[config.mk]
export PLATFORM = sky130hd
export DESIGN_NAME = sharp_frame_sequencer
export DESIGN_NICKNAME = d
export VERILOG_FILES = /design/src/rtl/sharp_pkg.sv /design/src/rtl/sharp_vcom_timer.sv /design/src/rtl/sharp_frame_sequencer.sv
export SDC_FILE = /design/constraint.sdc
export NUM_CORES = 1
export LEC_CHECK = 0
export BUFFER_PORTS_ARGS = -buffer_cell sky130_fd_sc_hd__buf_2
export CORE_ASPECT_RATIO = 0.9
export CORE_MARGIN = 8
export CORE_UTILIZATION = 30
export CTS_CLUSTER_DIAMETER = 30
export DETAILED_ROUTE_END_ITERATION = 10
export GPL_ROUTABILITY_DRIVEN = 0
export GPL_TIMING_DRIVEN = 0
export REMOVE_ABC_BUFFERS = 1
export SLEW_MARGIN = 20
export SYNTH_ARGS = -nofsm -noshare
export SYNTH_HDL_FRONTEND = slang
export SYNTH_SLANG_ARGS = --single-unit
[constraint.sdc]
create_clock -name Clk_12MHz -period 4.4 [get_ports Clk_12MHz]
set_input_delay 0.88 -clock Clk_12MHz [delete_from_list [all_inputs] [get_ports Clk_12MHz]]
set_output_delay 0.88 -clock Clk_12MHz [all_outputs]
set_load 0.05 [all_outputs]
[src/rtl/sharp_pkg.sv]
// Shared definitions for the Sharp memory-LCD frame sequencer: command
// encodings, FSM state encoding, line-address width and the range check.
package sharp_pkg;

  localparam int LINE_W        = 8;
  localparam int DEF_NUM_LINES = 168;

  typedef enum logic [1:0] {
    CMD_NOP        = 2'd0,
    CMD_WRITE_LINE = 2'd1,
    CMD_CLEAR_ALL  = 2'd2
  } cmd_type_e;

  typedef enum logic [1:0] {
    ST_INIT_CLR = 2'd0,
    ST_IDLE     = 2'd1,
    ST_ISSUE    = 2'd2,
    ST_WAIT     = 2'd3
  } seq_state_e;

  // Gate lines are 1-based; an empty or reversed range is rejected.
  function automatic logic range_ok(input logic [LINE_W-1:0] first,
                                    input logic [LINE_W-1:0] last,
                                    input logic [LINE_W-1:0] max_line);
    return (first != '0) && (first <= last) && (last <= max_line);
  endfunction

endpackage

[src/rtl/sharp_vcom_timer.sv]
// Free-running VCOM half-period counter: wraps after HALF cycles, toggling
// the vcom level and flagging the wrap cycle.
module sharp_vcom_timer #(
  parameter int HALF = 6_000_000
) (
  input  logic Clk_12MHz,
  input  logic Rst_n,
  output logic vcom,
  output logic wrap
);

  localparam int             CW = (HALF > 1) ? $clog2(HALF) : 1;
  localparam logic [CW-1:0]  TC = CW'(HALF - 1);

  logic [CW-1:0] cnt;

  assign wrap = (cnt == TC);

  always_ff @(posedge Clk_12MHz or negedge Rst_n) begin
    if (!Rst_n) begin
      cnt  <= '0;
      vcom <= 1'b0;
    end else if (wrap) begin
      cnt  <= '0;
      vcom <= ~vcom;
    end else begin
      cnt  <= cnt + 1'b1;
    end
  end

endmodule

[src/rtl/sharp_frame_sequencer.sv]
// Frame sequencer for a Sharp memory LCD: turns frame/clear requests and the
// VCOM schedule into a stream of one-at-a-time commands for the line engine.
module sharp_frame_sequencer
  import sharp_pkg::*;
#(
  parameter int CLK_HZ    = 12_000_000,
  parameter int VCOM_HZ   = 1,
  parameter int NUM_LINES = DEF_NUM_LINES,
  parameter int VCOM_SW   = 0
) (
  input  logic              Clk_12MHz,
  input  logic              Rst_n,
  input  logic              frame_start,
  input  logic [LINE_W-1:0] first_line,
  input  logic [LINE_W-1:0] last_line,
  input  logic              clear_req,
  // cmd_valid rises with all cmd_* fields; fields hold and valid stays high
  // until the cycle cmd_valid && cmd_ready, which is the transfer.
  output logic              cmd_valid,
  input  logic              cmd_ready,
  output logic [1:0]        cmd_type,
  output logic [LINE_W-1:0] cmd_addr,
  output logic              cmd_last,
  output logic              cmd_vcom,
  input  logic              eng_done,
  output logic              EXTCOMIN,
  output logic              DISP,
  output logic              busy,
  output logic              done,
  output logic              err,
  output seq_state_e        dbg_state
);

  localparam int                HALF     = CLK_HZ / (2 * VCOM_HZ);
  localparam logic [LINE_W-1:0] MAX_LINE = LINE_W'(NUM_LINES);

  seq_state_e        state, state_nxt;
  cmd_type_e         cmd_type_q;
  logic              vcom, wrap;
  logic              clear_pend, frame_pend, nop_pend;
  logic [LINE_W-1:0] pend_first, pend_last;
  logic              frame_active;
  logic [LINE_W-1:0] next_line, frame_last;

  logic              accept, frame_in_ok, clear_any, frame_any;
  logic [LINE_W-1:0] sel_first, sel_last;
  logic              load, ld_last, take_clear, take_frame, take_cont;
  cmd_type_e         ld_type;
  logic [LINE_W-1:0] ld_addr;

  sharp_vcom_timer #(.HALF(HALF)) u_vcom_timer (
    .Clk_12MHz (Clk_12MHz),
    .Rst_n     (Rst_n),
    .vcom      (vcom),
    .wrap      (wrap)
  );

  assign accept      = cmd_valid && cmd_ready;
  assign frame_in_ok = frame_start && range_ok(first_line, last_line, MAX_LINE);
  assign clear_any   = clear_pend || clear_req;
  assign frame_any   = frame_pend || frame_in_ok;
  // A request in the decision cycle itself is newer than any pending range.
  assign sel_first   = frame_in_ok ? first_line : pend_first;
  assign sel_last    = frame_in_ok ? last_line  : pend_last;

  assign cmd_type  = cmd_type_q;
  assign EXTCOMIN  = (VCOM_SW == 0) ? vcom : 1'b0;
  assign busy      = (state != ST_IDLE);
  assign dbg_state = state;

  always_ff @(posedge Clk_12MHz or negedge Rst_n) begin
    if (!Rst_n) state <= ST_INIT_CLR;
    else        state <= state_nxt;
  end

  always_comb begin
    state_nxt  = state;
    load       = 1'b0;
    ld_type    = CMD_NOP;
    ld_addr    = '0;
    ld_last    = 1'b0;
    take_clear = 1'b0;
    take_frame = 1'b0;
    take_cont  = 1'b0;
    case (state)
      ST_INIT_CLR: begin
        load      = 1'b1;
        ld_type   = CMD_CLEAR_ALL;
        state_nxt = ST_ISSUE;
      end
      ST_ISSUE: begin
        if (accept) state_nxt = ST_WAIT;
      end
      ST_IDLE, ST_WAIT: begin
        if (state == ST_IDLE || eng_done) begin
          // An in-progress frame outranks a queued frame; a clear abandons it.
          if (clear_any) begin
            load       = 1'b1;
            ld_type    = CMD_CLEAR_ALL;
            take_clear = 1'b1;
          end else if (frame_active) begin
            load      = 1'b1;
            ld_type   = CMD_WRITE_LINE;
            ld_addr   = next_line;
            ld_last   = (next_line == frame_last);
            take_cont = 1'b1;
          end else if (frame_any) begin
            load       = 1'b1;
            ld_type    = CMD_WRITE_LINE;
            ld_addr    = sel_first;
            ld_last    = (sel_first == sel_last);
            take_frame = 1'b1;
          end else if (nop_pend) begin
            load    = 1'b1;
            ld_type = CMD_NOP;
          end
          state_nxt = load ? ST_ISSUE : ST_IDLE;
        end
      end
      default: state_nxt = ST_INIT_CLR;
    endcase
  end

  always_ff @(posedge Clk_12MHz or negedge Rst_n) begin
    if (!Rst_n) begin
      cmd_valid    <= 1'b0;
      cmd_type_q   <= CMD_NOP;
      cmd_addr     <= '0;
      cmd_last     <= 1'b0;
      cmd_vcom     <= 1'b0;
      clear_pend   <= 1'b0;
      frame_pend   <= 1'b0;
      nop_pend     <= 1'b0;
      pend_first   <= '0;
      pend_last    <= '0;
      frame_active <= 1'b0;
      next_line    <= '0;
      frame_last   <= '0;
      DISP         <= 1'b0;
      done         <= 1'b0;
      err          <= 1'b0;
    end else begin
      if (load) begin
        cmd_valid  <= 1'b1;
        cmd_type_q <= ld_type;
        cmd_addr   <= ld_addr;
        cmd_last   <= ld_last;
        cmd_vcom   <= (VCOM_SW != 0) ? vcom : 1'b0;
      end else if (accept) begin
        cmd_valid  <= 1'b0;
      end

      clear_pend <= clear_any && !take_clear;

      if (frame_in_ok && !take_frame) begin
        frame_pend <= 1'b1;
        pend_first <= first_line;
        pend_last  <= last_line;
      end else if (take_frame) begin
        frame_pend <= 1'b0;
      end

      if (take_clear) begin
        frame_active <= 1'b0;
      end else if (take_cont) begin
        frame_active <= !ld_last;
        next_line    <= next_line + 1'b1;
      end else if (take_frame) begin
        frame_active <= !ld_last;
        next_line    <= sel_first + 1'b1;
        frame_last   <= sel_last;
      end

      // A wrap means M1 changed, so some command must carry the new level.
      if ((VCOM_SW != 0) && wrap) nop_pend <= 1'b1;
      else if (accept)            nop_pend <= 1'b0;

      // The first completion after reset is always the power-up clear.
      if (state == ST_WAIT && eng_done) DISP <= 1'b1;

      done <= (state == ST_WAIT) && eng_done && (cmd_type_q == CMD_WRITE_LINE) && cmd_last;
      err  <= frame_start && !frame_in_ok;
    end
  end

endmodule

Yosys cells after proc, flatten, opt, wreduce, memory -nomap -nowiden
Cells that the tools add are included.
Widths: inputs -> output; s select.
{"block": "totals", "ff_bits": 76, "wordCells": 111}
{"block": "classes", "add_sub_neg": 3, "n_mux": 49, "bitwise_logic": 3, "eq_ne": 10, "order_cmp": 2, "reduce_logical": 27}
{"cell": "$mux 8", "count": 9}
{"cell": "$mux 1", "count": 31}
{"cell": "$add 23x1->23 const B", "count": 1}
{"cell": "$eq 23x23->1 const B", "count": 1}
{"cell": "$mux 23", "count": 1}
{"cell": "$add 8x1->8 const B", "count": 2}
{"cell": "$eq 8x8->1", "count": 2}
{"cell": "$logic_and 1x1->1", "count": 10}
{"cell": "$mux 2", "count": 5}
{"cell": "$le 8x8->1", "count": 1}
{"cell": "$le 8x8->1 const B", "count": 1}
{"cell": "$reduce_bool 8->1", "count": 1}
{"cell": "$pmux 2 s3", "count": 1}
{"cell": "$reduce_bool 2->1", "count": 3}
{"cell": "$eq 2x1->1 const B", "count": 2}
{"cell": "$eq 2x2->1 const B", "count": 2}
{"cell": "$logic_not 1->1", "count": 4}
{"cell": "$ne 2x2->1 const B", "count": 2}
{"cell": "$pmux 2 s2", "count": 1}
{"cell": "$reduce_and 2->1", "count": 2}
{"cell": "$logic_or 1x1->1", "count": 3}
{"cell": "$not 1->1", "count": 3}
{"cell": "$reduce_and 3->1", "count": 1}
{"cell": "$reduce_bool 3->1", "count": 1}
{"cell": "other kinds (4)", "count": 4}

Logic depth before layout (Yosys ltp)
Gate-level depths: netlist of run 1.
{"block": "logic_depth", "depth_word": 15, "mapped_depth": 13, "ltp_nobuf": 12}

Cells and area by module
From an unflattened synthesis of run 1, not the netlist that was laid out.
{"block": "hier_totals", "hier_cells": 425, "area_unflattened_um2": 4231.6}
{"mod": "sharp_frame_sequencer", "cells_each": 316, "instances": 1, "area_each_um2": 3061.7}
{"mod": "sharp_vcom_timer", "cells_each": 109, "instances": 1, "area_each_um2": 1169.9}

Worst setup path before layout of run 1
OpenSTA, ideal clock, no wires.
{"block": "synth_path", "kind": "input -> register", "from": "input port last_line[1]", "to": "register next_line[4]", "setup_slack_ns": 0.913, "setup_ns": 0.080, "path_buffers": 1, "required_ns": 4.320, "path_stages": 13, "arrival_time_ns": 3.406, "cell_sequence": "inv_1 > ha_1 > nor2b_1 > o211a_1 > o21a_1 > nor3_4 > buf_6 > mux2i_1 > a21oi_1 > ha_1 > o2111a_1 > mux2_1 > o211ai_2"}
{"block": "synth_via", "elab_chain_len": 12, "elab_cells_between_ends": 17, "cone_classes": "add/sub: 1; order compare: 2; mux: 8; reduce/logical: 6"}
{"element": "start, declared", "line": "sharp_frame_sequencer.sv:15", "source": "input logic [LINE_W-1:0] last_line,"}
{"element": "$le 8x8->1", "line": "sharp_pkg.sv:25", "source": "return (first != '0) && (first <= last) && (last <= max_line);"}
{"element": "$logic_and 1x1->1", "line": "sharp_pkg.sv:25"}
{"element": "$logic_and 1x1->1 (*)", "line": "sharp_pkg.sv:25"}
{"element": "$logic_and 1x1->1 (*)", "line": "sharp_frame_sequencer.sv:59", "source": "assign frame_in_ok = frame_start && range_ok(first_line, last_line, MAX_LINE);"}
{"element": "branches (longest 8 deep; another with $add 8x1->8)"}
{"element": "end signal, assigned", "line": "sharp_frame_sequencer.sv:167", "source": "next_line <= next_line + 1'b1;"}
{"element": "end signal, assigned", "line": "sharp_frame_sequencer.sv:170", "source": "next_line <= sel_first + 1'b1;"}
{"element": "end, declared", "line": "sharp_frame_sequencer.sv:43", "source": "logic [LINE_W-1:0] next_line, frame_last;"}
Mark *: on every way between the ends. The select of a mux whose other input is x is not followed.
A chain may end at the register's enable or synchronous reset.

Final worst setup path of run 1
Ends and elaborated chain as after synthesis.

==> flow_metrics.tcl, run 1 <==
set metrics [dict create \
    status "complete, no violations" \
    required_ns 4.66 \
    port_buffers 40 \
    vias 3362 \
    synth_compound_area_frac 0.124 \
    finalInstanceArea_um2 5020 \
    crit_start "last_line[1]" \
    pre_cts_ws_ns 0.266 \
    numCtsBuffers 9 \
    synth-xor-area-share 0.0915 \
    synth_top_cell_area_share 0.441 \
    drc 0 \
    ctsHoldBuffers 0 \
    die_w_um 142 \
    grt_max_degree 43 \
    setup_ws_ns 0.600 \
    grtUsageMet3 0.0256 \
    cts.sinks 76 \
    grt_pass1_vias 3399 \
    die_area_um2 18500 \
    reg2reg_to "next_line[4]" \
    drtPass1Iterations 4 \
    layout-drive-gt1-share 0.182 \
    synthMuxAreaShare 0.0964 \
    initial_core_util 0.307 \
    cts_resized 0 \
    fin_setup_tns_ns 0 \
    post_dp_cell_area_um2 4730 \
    hp-class "register to register" \
    use_met1 0.162 \
    initialDrtViolationCount 272 \
    setup_viol 0 \
    syn_avg_cell_area_um2 9.79 \
    clock_skew_ns 0.00700 \
    grt.total_usage 0.119 \
    synth.area.top_cells "dfrtp_1 (44%), xor2_1 (7.1%), mux2_2 (5.0%)" \
    p_per_area_nw_per_um2 477 \
    top_usage_layer "met2" \
    overflow 0 \
    final_max_slew_viol_count 0 \
    worstHoldStart "cmd_type[1]" \
    clock_latency_ns 0.34 \
    pin_count 42 \
    async_flop_share 1.00 \
    place_hpwl_um 7660 \
    rsz0062_at_grt "no" \
    max_freq_ghz 0.263 \
    tritoncts "done" \
    synth_top_family_by_area "simple AND/OR/NAND/NOR gates" \
    arrival_ns 4.06 \
    root_buffer "clkbuf_16" \
    clk_transition_reported_paths_ns 0.06 \
    cts_setup_buffers 0 \
    hold_viol 0 \
    syn_area_um2 4310 \
    start_kind "input pin" \
    power.leakage_nw 2.25 \
    cts_buffer_depth 2 \
    grt_pass1_wl_um 17400 \
    r2r_cells 8 \
    synth-simple-area-share 0.183 \
    ys_seq_elements 76 \
    synth_fa_ha_area_frac 0.0290 \
    syn_inst 440 \
    layout_min_cycle_time_ns 3.80 \
    reg2reg_slack_ns 1.16 \
    wl_um 10500 \
    final_nets 510 \
    crit_fanout 13 \
    synth_edf_count 0 \
    antenna_cells 0 \
    fill_cells 1453 \
    min_delay_path_depth 1 \
    design.core.area_um2 14100 \
    area_growth_pct 16.4 \
    die_y_um 130 \
    antenna_left 0 \
    r2r-start "dbg_state[0]" \
    post-route-period-util 0.864 \
    rows 41 \
    antenna_found_initial 0 \
    min_to "done" \
    drv_cap 0 \
    synth_ff_type "dfrtp_1" \
    holdWs_ns 0.459 \
    fin_util 0.357 \
    irDropWorstVdd_v 0.000220 \
    met2_usage 0.176 \
    vias_per_cell 4.97 \
    ys_warn_count 0 \
    ys_types 59 \
    crit_type "input pin to register" \
    wl_per_cell_um 15.6 \
    htreeDepth 3 \
    synth_top_cell_by_area "dfrtp_1" \
    worst_slew_pin_slew_ns 0.873 \
    end_kind "register" \
    relSlewSlack 0.418 \
    yosysSeqAreaShare 0.441 \
]
==> logic make-up (layout without fill, tap and decap cells) <==
family,after synthesis,in the layout
compound gates,74,74
xor+xnor,45,45
fa+ha+maj,10,10
buf+inv,34,77
flops,76,76
mux,39,39
other cells,1,1
simple gates,161,161
==> final cells by class <==
| type | instances | area, um2 | share of cell area |
|---|---|---|---|
| clock buffer | 11 | 253 | 0.0504 |
| clock inverter | 5 | 36.3 | 0.00723 |
| inverter | 18 | 67.6 | 0.0135 |
| multi-input combinational | 330 | 2270 | 0.452 |
| sequential | 76 | 1900 | 0.379 |
| tap | 193 | 241 | 0.0481 |
| timing repair buffer | 43 | 249 | 0.0496 |
==> flip-flops by register name (all words and copies together) (netlist names), 2 cells and up <==
signal / cells
frame_last: 8
pend_first: 8
next_line: 8
dbg_state: 2
cmd_addr: 8
cmd_type: 2
u_vcom_timer.cnt: 23
pend_last: 8
==> worst max-delay path, cell delays in order <==
cell and delay [ns]:
buf_2 0.14, inv_1 0.06, ha_1 0.28, nor2b_1 0.14
o211a_1 0.21, o21a_1 0.24, nor3_4 0.64, mux2i_1 0.26
a21oi_1 0.21, ha_1 0.27, o2111a_1 0.25, mux2_1 0.35
o211ai_2 0.13
==> report_power, final <==
| part | total, W | leakage (nW) | internal (W) | switching, W |
|---|---|---|---|---|
| registers | 0.00102 | 0.961 | 0.000850 | 0.000166 |
| logic | 0.000667 | 1.15 | 0.000265 | 0.000403 |
| clock network | 0.000710 | 0.134 | 0.000412 | 0.000298 |
| total | 0.00239 | 2.25 | 0.00153 | 0.000866 |
==> worst max-delay path by stage <==
stage,endpoint,slack (ns),cells past startpoint
final,next_line[4],0.60,13
after floorplan,next_line[6],0.22,10
after CTS,next_line[4],0.61,13
after global placement,next_line[6],-0.81,11
after detailed placement,next_line[4],0.27,13
after global routing,next_line[4],0.38,13
==> cell usage in the layout (no fill, tap or decap), types with 3 or more instances in the layout <==
master / count
a21o_1: 3
a21oi_1: 11
a221o_1: 3
a31oi_1: 6
and2_1: 4
and3_1: 6
buf_2: 39
clkbuf_16: 9
clkinvlp_4: 3
dfrtp_1: 76
ha_1: 10
inv_1: 18
mux2_2: 19
mux2i_1: 19
nand2_1: 52
nand2b_1: 3
nand3_1: 22
nand4_1: 7
nor2_1: 36
nor2b_1: 3
nor3_1: 6
nor4_1: 8
o21a_1: 5
o21ai_0: 20
o221ai_1: 3
xnor2_1: 10
xor2_1: 35
==> metrics by stage <==
step           instances  power [W]
6_report             676    0.00239
5_1_grt              676    0.00253
4_1_cts              676    0.00242
3_5_place_dp         660    0.00169
3_3_place_gp         657    0.00166
2_1_floorplan        424    0.00148
==> metal layers <==
metal | vias to the layer above | share of wire
li1 | 1620 | -
met1 | 1645 | 0.49
met2 | 84 | 0.44
met3 | 13 | 0.057
met4 | 0 | 0.018
met5 | - | 0
==> Yosys cell counts (all sizes together), types with 3 or more instances <==
master   n
and3     6
nand4    7
a21o     3
a211oi   4
ha      10
mux2    20
o21ai   21
nand2   52
xor2    35
a221o    3
nand3   23
a31oi    6
o21a     5
clkbuf  10
o211ai   3
mux2i   19
inv     18
xnor2   10
dfrtp   76
nor2b    4
nor3     7
a21oi   11
nand2b   3
buf      6
nor4     8
and2     4
o221ai   3
nor2    36
Power figures use the tool's default switching activity.
==> run 2, diff against run 1 <==
--- a/config.mk
+++ b/config.mk
@@ -17,4 +17,5 @@
 export SLEW_MARGIN = 20
 export SYNTH_ARGS = -nofsm -noshare
 export SYNTH_HDL_FRONTEND = slang
+export SYNTH_HIERARCHICAL = 1
 export SYNTH_SLANG_ARGS = --single-unit
==> flow_metrics.tcl, run 2 <==
set metrics [dict create \
    critPathTopFamily "compound AO/OA/AOI/OAI gates" \
    area_growth_pct 16.1 \
    hold_viol 0 \
    ys_types 53 \
    clk_transition_reported_paths_ns 0.06 \
    wl_per_cell_um 15.3 \
    max_freq_ghz 0.253 \
    syn_inst 425 \
    clock_skew_ns 0.00541 \
    synth_top_cell_by_area "dfrtp_1" \
    required_ns 4.65 \
    antenna_cells 0 \
    grt_pass1_wl_um 17100 \
    worstPathBufferInverterCount 3 \
    crit_chain "buf_2 -> inv_1 -> ha_1 -> a211oi_1 -> nor2_1 -> nor4bb_1 -> o211a_4 -> mux2i_1 -> a21oi_1 -> ha_1 -> inv_1 -> a221oi_2 -> nor2_1 -> a211oi_1 -> a2bb2oi_1" \
    tritoncts "done" \
    cts.sinks 76 \
    synth_ff_type "dfrtp_1" \
    layout_min_cycle_time_ns 3.95 \
    crit_fanout 31 \
    drc 0 \
    crit_type "input pin to register" \
    drv_cap 0 \
    overflow 0 \
    arrival_ns 4.20 \
    synth_top_cell_area_share 0.449 \
    numCtsBuffers 9 \
    die_w_um 141 \
    port_buffers 40 \
    power.leakage_nw 2.14 \
    fill_cells 1402 \
    rows 41 \
    reg2reg_slack_ns 1.70 \
    synth.most_common_cell "dfrtp_1" \
    synth_top_cells_by_count "dfrtp_1 (76), nand2_1 (38), nor2_1 (32), xor2_1 (29)" \
    cts_buffer_depth 2 \
    design.core.area_um2 13900 \
    place_hpwl_um 7240 \
    root_buffer "clkbuf_16" \
    async_flop_share 1.00 \
    drtPass1Iterations 4 \
    syn_avg_cell_area_um2 9.96 \
    yosysSeqAreaShare 0.449 \
    ys_seq_elements 76 \
    fin_setup_tns_ns 0 \
    grt_max_degree 56 \
    pre_cts_ws_ns -0.0892 \
    p_per_area_nw_per_um2 516 \
    post-route-period-util 0.898 \
    final_cell_mix "dfrtp_1 (76), buf_2 (39), nand2_1 (38), nor2_1 (32), xor2_1 (29)" \
    final_nets 489 \
    synth.area.top_cells "dfrtp_1 (45%), xor2_1 (6.0%), mux2i_1 (4.5%)" \
    die_area_um2 18200 \
    antenna_left 0 \
    vias_per_cell 5.00 \
    synth_edf_count 0 \
    r2r_cells 10 \
    layout-drive-gt1-share 0.176 \
    die_y_um 129 \
    critPathSlowestCell "o211a_4" \
    irDropWorstVdd_v 0.000218 \
    wl_um 10000 \
    vias 3270 \
    grt_pass1_vias 3323 \
    cts_resized 0 \
    antenna_found_initial 0 \
    largest_reg_flops 23 \
    relSlewSlack 0.442 \
    critPathMaxStageDelay_ns 0.54 \
    initialDrtViolationCount 253 \
    pin_count 42 \
    reg2reg_to "next_line[6]" \
    ys_warn_count 6 \
    rsz0062_at_grt "no" \
    htreeDepth 3 \
    initial_core_util 0.304 \
    fin_util 0.353 \
    end_kind "register" \
    grt.total_usage 0.117 \
    worst_slew_pin_slew_ns 0.837 \
    r2r-start "clear_pend" \
    layout_commonest_cell "dfrtp_1" \
    ctsHoldBuffers 0 \
    cts_setup_buffers 0 \
    clock_latency_ns 0.34 \
    start_kind "input pin" \
    largest-register "u_vcom_timer/cnt" \
    final_max_slew_viol_count 0 \
    syn_area_um2 4230 \
    setup_ws_ns 0.450 \
    setup_viol 0 \
    status "complete, no violations" \
    hp-class "input pin to asynchronous set/reset pin" \
]
[run 2: cell count changes after synthesis, sizes merged, moves of 4 or more]
cell   change
xor2       -6
nand3      -4
mux2       -4
and3       +5
nor4       +6
a21oi      +4
nand4      +5
inv        -5
xnor2      +4
nand2     -14
[run 2: kinds of logic (layout without fill, tap and decap cells)]
| logic type | Yosys count | count (layout) | share of synthesized area |
|---|---|---|---|
| adders and majority gates | 10 | 10 | 0.0296 |
| DFF | 76 | 76 | 0.449 |
| xor gates and xnor gates | 43 | 43 | 0.0890 |
| buffers and inverters | 33 | 69 | 0.0355 |
| other | 1 | 1 | 0.000886 |
| and+or+nand+nor | 157 | 157 | 0.197 |
| muxes | 35 | 35 | 0.0875 |
| AOI/OAI and AO/OA | 70 | 70 | 0.111 |
[run 2: report_power, final]
group	leakage [nW]	internal [W]	total, W	switching, W
logic	1.05	0.000280	0.000737	0.000457
clock network	0.145	0.000454	0.000743	0.000288
registers	0.951	0.000867	0.00105	0.000188
[run 2: layout make-up]
type                            instances  area (um2)  area share
Multi-Input combinational cell        316        2190       0.446
Tap cell                              193         241      0.0492
Clock inverter                          5        60.1      0.0122
Clock buffer                           10         239      0.0487
Inverter                               13        48.8     0.00994
Sequential cell                        76        1900       0.387
Timing Repair Buffer                   41         230      0.0469
[run 2: stage by stage]
stage,hold slack [ns],std cells,power [W],area [um2]
global route,0.445,654,0.00270,4910
global placement,0.449,638,0.00178,4570
CTS,0.444,654,0.00256,4900
detailed placement,0.453,639,0.00181,4600
finish,0.441,654,0.00253,4910
floorplan,0.460,405,0.00158,4130
[run 2: layer usage]
layer	GRT usage	vias to the layer above	part of all wire
li1	-	1599	-
met1	0.154	1597	0.50
met2	0.183	62	0.45
met3	0.0278	12	0.035
met4	0.0417	0	0.014
met5	0	-	0
[run 2: worst max path at each step]
stage	from	end	slack, ns	cells past startpoint
floorplan	last_line[5]	next_line[6]	0.63	14
global placement	last_line[1]	pend_first[7]	-0.09	9
detailed placement	last_line[1]	next_line[6]	-0.09	15
CTS	last_line[1]	next_line[6]	0.26	15
global route	last_line[5]	next_line[6]	0.17	15
finish	last_line[5]	next_line[6]	0.45	15
